<file path="src/rtl/rf_staged_32x32.sv">
// 32x32 register file with a one-entry write staging register, decoded one-hot
// commit enables, and two registered read ports that bypass the staged write.
module rf_staged_32x32 #(
    parameter int DATA_WIDTH = 32,
    parameter int ADDR_WIDTH = 5
) (
    input  logic                  CLK,
    input  logic                  RESET,
    input  logic                  WRITE,
    input  logic [ADDR_WIDTH-1:0] ADDR_W,
    input  logic [DATA_WIDTH-1:0] DATA_W,
    input  logic                  READ,
    input  logic [ADDR_WIDTH-1:0] ADDR_R1,
    input  logic [ADDR_WIDTH-1:0] ADDR_R2,
    output logic [DATA_WIDTH-1:0] DATA_R1,
    output logic [DATA_WIDTH-1:0] DATA_R2,
    output logic                  R_VALID
);
    localparam int NUM_REGS = 2 ** ADDR_WIDTH;

    logic                  stg_valid_reg;
    logic [ADDR_WIDTH-1:0] stg_addr_reg;
    logic [DATA_WIDTH-1:0] stg_data_reg;

    logic [NUM_REGS-1:0]   wr_en;
    logic [DATA_WIDTH-1:0] regs_reg [NUM_REGS];

    logic [ADDR_WIDTH-1:0] rd_addr [2];
    logic [DATA_WIDTH-1:0] rd_next [2];
    logic [DATA_WIDTH-1:0] rd_data_reg [2];
    logic                  r_valid_reg;

    always_ff @(posedge CLK or posedge RESET) begin
        if (RESET) begin
            stg_valid_reg <= 1'b0;
            stg_addr_reg  <= '0;
            stg_data_reg  <= '0;
        end else begin
            stg_valid_reg <= WRITE;
            if (WRITE) begin
                stg_addr_reg <= ADDR_W;
                stg_data_reg <= DATA_W;
            end
        end
    end

    // One-hot commit decode of the staged address; entry 0 never commits.
    generate
        for (genvar gi = 0; gi < NUM_REGS; gi++) begin : g_reg
            if (gi == 0) begin : g_zero
                assign wr_en[gi] = 1'b0;
            end else begin : g_dec
                assign wr_en[gi] = stg_valid_reg && (stg_addr_reg == ADDR_WIDTH'(gi));
            end

            always_ff @(posedge CLK or posedge RESET) begin
                if (RESET) begin
                    regs_reg[gi] <= '0;
                end else if (wr_en[gi]) begin
                    regs_reg[gi] <= stg_data_reg;
                end
            end
        end
    endgenerate

    assign rd_addr[0] = ADDR_R1;
    assign rd_addr[1] = ADDR_R2;

    // Read select priority: address 0, then the staged write, then the array.
    generate
        for (genvar gi = 0; gi < 2; gi++) begin : g_port
            always_comb begin
                rd_next[gi] = regs_reg[rd_addr[gi]];
                if (stg_valid_reg && (stg_addr_reg == rd_addr[gi])) begin
                    rd_next[gi] = stg_data_reg;
                end
                if (rd_addr[gi] == '0) begin
                    rd_next[gi] = '0;
                end
            end

            always_ff @(posedge CLK or posedge RESET) begin
                if (RESET) begin
                    rd_data_reg[gi] <= '0;
                end else if (READ) begin
                    rd_data_reg[gi] <= rd_next[gi];
                end
            end
        end
    endgenerate

    always_ff @(posedge CLK or posedge RESET) begin
        if (RESET) begin
            r_valid_reg <= 1'b0;
        end else begin
            r_valid_reg <= READ;
        end
    end

    assign DATA_R1 = rd_data_reg[0];
    assign DATA_R2 = rd_data_reg[1];
    assign R_VALID = r_valid_reg;
endmodule

</file>
<file path="config.mk">
export PLATFORM = sky130hd
export DESIGN_NAME = rf_staged_32x32
export DESIGN_NICKNAME = d
export VERILOG_FILES = /design/src/rtl/rf_staged_32x32.sv
export SDC_FILE = /design/constraint.sdc
export NUM_CORES = 2
export LEC_CHECK = 0
export BUFFER_PORTS_ARGS = -buffer_cell sky130_fd_sc_hd__buf_2
export CAP_MARGIN = 20
export CORE_MARGIN = 8
export CORE_UTILIZATION = 40
export CTS_CLUSTER_SIZE = 14
export DETAILED_ROUTE_END_ITERATION = 8
export GPL_ROUTABILITY_DRIVEN = 0
export SYNTH_ARGS = -nofsm -noshare
export SYNTH_HDL_FRONTEND = slang
export SYNTH_SLANG_ARGS = --single-unit
</file>
<file path="constraint.sdc">
create_clock -name CLK -period 113 [get_ports CLK]
set_input_delay 22.6 -clock CLK [delete_from_list [all_inputs] [get_ports CLK]]
set_output_delay 22.6 -clock CLK [all_outputs]
set_load 0.05 [all_outputs]
</file>
=== Word-level counts from Yosys, hierarchy flattened ===
Index checks and enable logic that the tools add are counted.

* Flip-flop bits (word level): 1095
* Logic and storage cells: 119
* Output and inout port bits: 65
* Input port bits: 51

* $lt $le $gt $ge: 2
* Mux-type cells: 10
* Bitwise operators: 2
* Equality and inequality tests: 33
* Reductions and logical operators: 35

{| class="wikitable"
|+ Operators with widths
! cell !! number
|-
| $bmux 32 s5 || 2
|-
| $mux 32 || 8
|-
| $eq 5x5->1 const B || 16
|-
| $eq 5x4->1 const B || 8
|-
| $logic_and 1x1->1 || 33
|-
| $eq 5x3->1 const B || 4
|-
| $ge 6x6->1 const B || 2
|-
| $not 5->6 || 2
|-
| $eq 5x2->1 const B || 2
|-
| $eq 5x5->1 || 2
|-
| $logic_not 5->1 || 2
|-
| $eq 5x1->1 const B || 1
|}

=== Logic depth before layout (Yosys ltp) ===
* Depth in word-level cells: 6
* Mapped depth: 10
* Mapped depth without buffers: 5

=== Worst setup path before layout ===
Ideal clock, no wire load.

* Kind: input to register
* Start point: in ADDR_R2[0]
* End point: reg rd_data_reg, in the netlist DATA_R2[13]
* Buffers on the path: 5
* Data required time: 112.858 ns
* Cell stages on the path: 10
* Path slack: 88.559 ns
* Arrival: 24.299 ns
* Cell sequence: clkbuf_2 buf_6 buf_4 buf_4 buf_2 mux2_2 a21oi_1 o221ai_1 nand4_1 o221ai_1

* Word-level cells in the longest chain between the ends: 6

{| class="wikitable"
|+ RTL lines
! item !! line !! RTL
|-
| start, declared || 14 || <nowiki>input logic [ADDR_WIDTH-1:0] ADDR_R2,</nowiki>
|-
| $not 5->6 (implied by the code) || 73 || <nowiki>rd_next[gi] = regs_reg[rd_addr[gi]];</nowiki>
|-
| $bmux 32 s5 || 73 ||
|-
| $mux 32 (implied by the code) (2 in series) || 73 ||
|-
| $mux 32 || 74 || <nowiki>if (stg_valid_reg && (stg_addr_reg == rd_addr[gi])) begin</nowiki>
|-
| $mux 32 (*) || 77 || <nowiki>if (rd_addr[gi] == '0) begin</nowiki>
|-
| end signal, assigned by index || 86 || <nowiki>rd_data_reg[gi] <= rd_next[gi];</nowiki>
|-
| end, declared || 30 || <nowiki>logic [DATA_WIDTH-1:0] rd_data_reg [2];</nowiki>
|}

Every way passes the cells marked *; elsewhere a longest branch is shown, timed or not. The select of a mux whose other input is x is not followed.
A chain may end at the register's enable or synchronous reset.

=== Worst setup path after layout ===
* Start point: in ADDR_R1[0]
* End point: reg rd_data_reg, in the netlist DATA_R1[15]

* Word-level cells in the longest chain between the ends: 6

{| class="wikitable"
|+ RTL lines
! item !! line !! RTL
|-
| start, declared || 13 || <nowiki>input logic [ADDR_WIDTH-1:0] ADDR_R1,</nowiki>
|-
| $not 5->6 (implied by the code) || 73 ||
|-
| $bmux 32 s5 || 73 ||
|-
| $mux 32 (implied by the code) (2 in series) || 73 ||
|-
| $mux 32 || 74 ||
|-
| $mux 32 (*) || 77 ||
|}

Marked as above.

==> qor.csv <==
stage,metric,value,unit
cells_and_area,Finished Core Util,44.4,%
clock_network,clock sinks,1095,
drt,Post-route DRC,0,
min_path,hold-critical path depth,2,
synthesis,Synth Register Bits,1095,
synthesis,mapped cell area,0.0567,mm2
worst_setup_path,Required @ worst endpoint,113.60,ns
timing,Slew @ Worst Pin,1.22,ns
worst_setup_path,CP bufs+invs,5,
cells_and_area,max reg flops,992,
timing,period utilization,24.1,%
place,pre-CTS setup slack,84.93,ns
global_route,largest net degree at the start of global routing,167,
cells_and_area,layout cells sized above 1,35.1,%
worst_setup_path,largest stage delay on the critical path,0.88,ns
drt,vias per cell,6.32,
clock_network,CTS root buffer,clkbuf_16,
worst_setup_path,RR Endpoint,DATA_R2[0],
global_route,number of global-route vias before repair,39400,
job,Max-Cap Viols,0,
synthesis,largest family of logic cells by synthesized area,multiplexers,
floorplanning,# rows,138,
timing,max-slew violations,0,
drt,total number of vias,39800,
synthesis,XOR/XNOR Fraction of Synth Area,0.155,%
synthesis,post-synthesis adder-cell area fraction,0,%
floorplanning,initial core utilization,40.2,%
worst_setup_path,Worst EP arrival,27.82,ns
worst_setup_path,CP cell instances,buf_8 > buf_4 > buf_4 > buf_4 > buf_4 > mux4_2 > mux4_2 > mux2i_1 > o21ai_1,
synthesis,Post-Synth Simple-Gate Area,5.02,%
synthesis,Syn Nets,4509,
clock_network,"Reg clk slew, reported paths",0.06,ns
run_status,run status,"complete, no violations",
floorplanning,I/O pins,116,
worst_setup_path,CP Class,input port to flip-flop,
clock_network,Longest Clk Path Bufs,3,
power_and_ir_drop,static leakage,27.2,nW
place,DP Area,0.0587,mm2
cells_and_area,fin nets,4359,
clock_network,H-Tree Depth,3,
clock_network,post-CTS repair timing setup buffer count,0,
cells_and_area,finished layout cell area,0.0627,mm2
min_path,HP Class,flip-flop to flip-flop,
worst_setup_path,crit path max fanout,67,
place,hpwl dp,109000,um
global_route,first-pass GRT wire length,289000,um
timing,Rel. slew slack,18.2,%
drt,Antenna Nets Post-Route,0,
drt,Routed WL,199000,um
worst_setup_path,CP top delay family,buffers and inverters,
worst_setup_path,Crit. End Element,flip-flop,
synthesis,async set or reset register ratio after synthesis,100,%
worst_setup_path,Critical Path Most Common Cell,buf_4,
drt,DR iter-0 viols,4685,
global_route,global route total overflow,0,
timing,worst setup margin,85.78,ns
timing,RSZ-0062 raised after global routing,no,
global_route,initial antenna violation count,6,
synthesis,Post-synth EDFFs,0,
drt,drt pass-1 iters,5,
timing,Setup Viol. Count Final,0,
drt,DR WL/cell,31.6,um
place,I/O Buffers,115,
clock_network,TritonCTS Buffers,114,
power_and_ir_drop,Power Density,20.9,mW/mm2
synthesis,synth warn,0,
synthesis,mux cell area share after synthesis,33.6,%
floorplanning,die width,392,um
timing,Worst Skew,0.0284,ns
clock_network,hold buffers post-CTS,0,
worst_setup_path,worst reg2reg path depth,7,
cells_and_area,"commonest non-fill, non-tap cell in the layout",dfrtp_1,
timing,Hold Fails Final Rpt,0,
worst_setup_path,FF-to-FF setup slack,109.03,ns
synthesis,"Seq/Total Area, Yosys",48.4,%
synthesis,cell count after synthesis,4458,
worst_setup_path,critical path's slowest cell,buf_4,
floorplanning,chip height,392,um
clock_network,"Clk Latency, worst-skew pair",0.73,ns
floorplanning,DIE AREA,0.154,mm2
global_route,GRT Util Overall,25.5,%
min_path,Hold Path Sink,regs_reg[446],
timing,setup_tns,0,ns
synthesis,"Top FF cell, synth",dfrtp_1,
power_and_ir_drop,VDD IR max,0.0128,mV
synthesis,Syn Area/Cell,12.7,um2
cells_and_area,"commonest non-fill, non-tap cells in the layout","dfrtp_1, mux2_2, nand2_1",
synthesis,Compound-Gate Fraction of Synth Area,8.99,%
worst_setup_path,startpoint types,input port,
min_path,hold_sp,regs_reg[446],
timing,post-route minimum period,27.22,ns
timing,fmax,36.7,MHz
cells_and_area,Area Overhead vs Synth,10.6,%
floorplanning,Core ar.,0.141,mm2
clock_network,Resized cells post-CTS,0,
synthesis,synth unique cells,48,
clock_network,CTS tree,built,
worst_setup_path,R2R Path Start,stg_addr_reg[3],
-- area by class of cell --
type	instances	area, um2
Timing Repair Buffer	212	1520
Clock buffer	168	3420
Clock inverter	44	463
Multi-Input combinational cell	2845	27300
Antenna cell	6	15.0
Inverter	40	158
Tap cell	1890	2360
Sequential cell	1095	27400
Fill cell	12700	78400
-- per-layer routing --
metal  GRT usage [%]  vias up  wire length (um)  part of all wire, %
met5               0        -                 8               0.0040
met4            9.58        2              7760                  3.9
met1            35.9    21000             83800                   42
li1                -    16300                 -                    -
met2            38.4     2010             88200                   44
met3            6.17      423             19200                  9.7
-- synthesized netlist by cell type (all sizes together) (6+ instances only) --
library cell	number	area [um2]
nand2	553	2080
a32oi	7	61.3
clkbuf	332	1250
mux2	674	7590
o21ai	527	2640
a21oi	52	260
a211oi	17	128
o22ai	41	257
nor2b	18	113
a221oi	6	52.6
mux4	424	9550
a31oi	24	150
a21o	8	60.1
mux2i	187	1870
nand3	24	120
xor2	8	70.1
dfrtp	1095	27400
buf	146	821
nor3	9	45.0
o221ai	57	499
inv	39	146
nor2	30	113
a22o	27	236
a22oi	61	458
nand4	32	200
o311ai	13	114
a211o	18	158
-- logic make-up (layout without fill, tap and decap cells) --
family                    after synthesis  in the layout
and+or+nand+nor                       690            690
buffers and inverters                 518            464
DFF                                  1095           1095
xor gates and xnor gates               10             10
other                                   0              6
muxes                                1285           1285
AOI/OAI and AO/OA                     860            860
-- how the worst max path moves through the flow --
stage	startpoint	endpoint	slack (ns)	cells past startpoint
after floorplan	RESET	DATA_R1[0]	59.57	1
after global placement	ADDR_R1[0]	DATA_R1[15]	84.99	9
after detailed placement	ADDR_R1[0]	DATA_R1[15]	84.93	9
after CTS	ADDR_R1[0]	DATA_R1[15]	85.67	9
after global routing	ADDR_R1[0]	DATA_R1[14]	85.32	9
final	ADDR_R1[0]	DATA_R1[15]	85.78	9
-- stage by stage --
stage / hold slack (ns) / power (mW) / instances
6_report: 0.497 / 1.31 / 6300
5_1_grt: 0.518 / 1.37 / 6294
4_1_cts: 0.501 / 1.31 / 6290
3_5_place_dp: 0.486 / 0.921 / 6078
3_3_place_gp: 0.473 / 0.908 / 6076
2_1_floorplan: 0.460 / 0.830 / 4458
-- power by group --
part / internal (mW) / switching [mW] / leakage, nW
clock: 0.227 / 0.166 / 1.91
sequential: 0.507 / 0.0958 / 14.2
combinational: 0.175 / 0.141 / 11.1
-- worst reg2reg max path, cell delays in order, from the launching register on --
cell,delay (ns)
dfrtp_1,0.88
xor2_1,0.22
nor4_4,0.30
buf_4,0.59
nand2_1,0.93
buf_4,0.51
o22ai_1,0.22
o311ai_0,0.15
No activity file was read; power rests on OpenSTA's default activity.
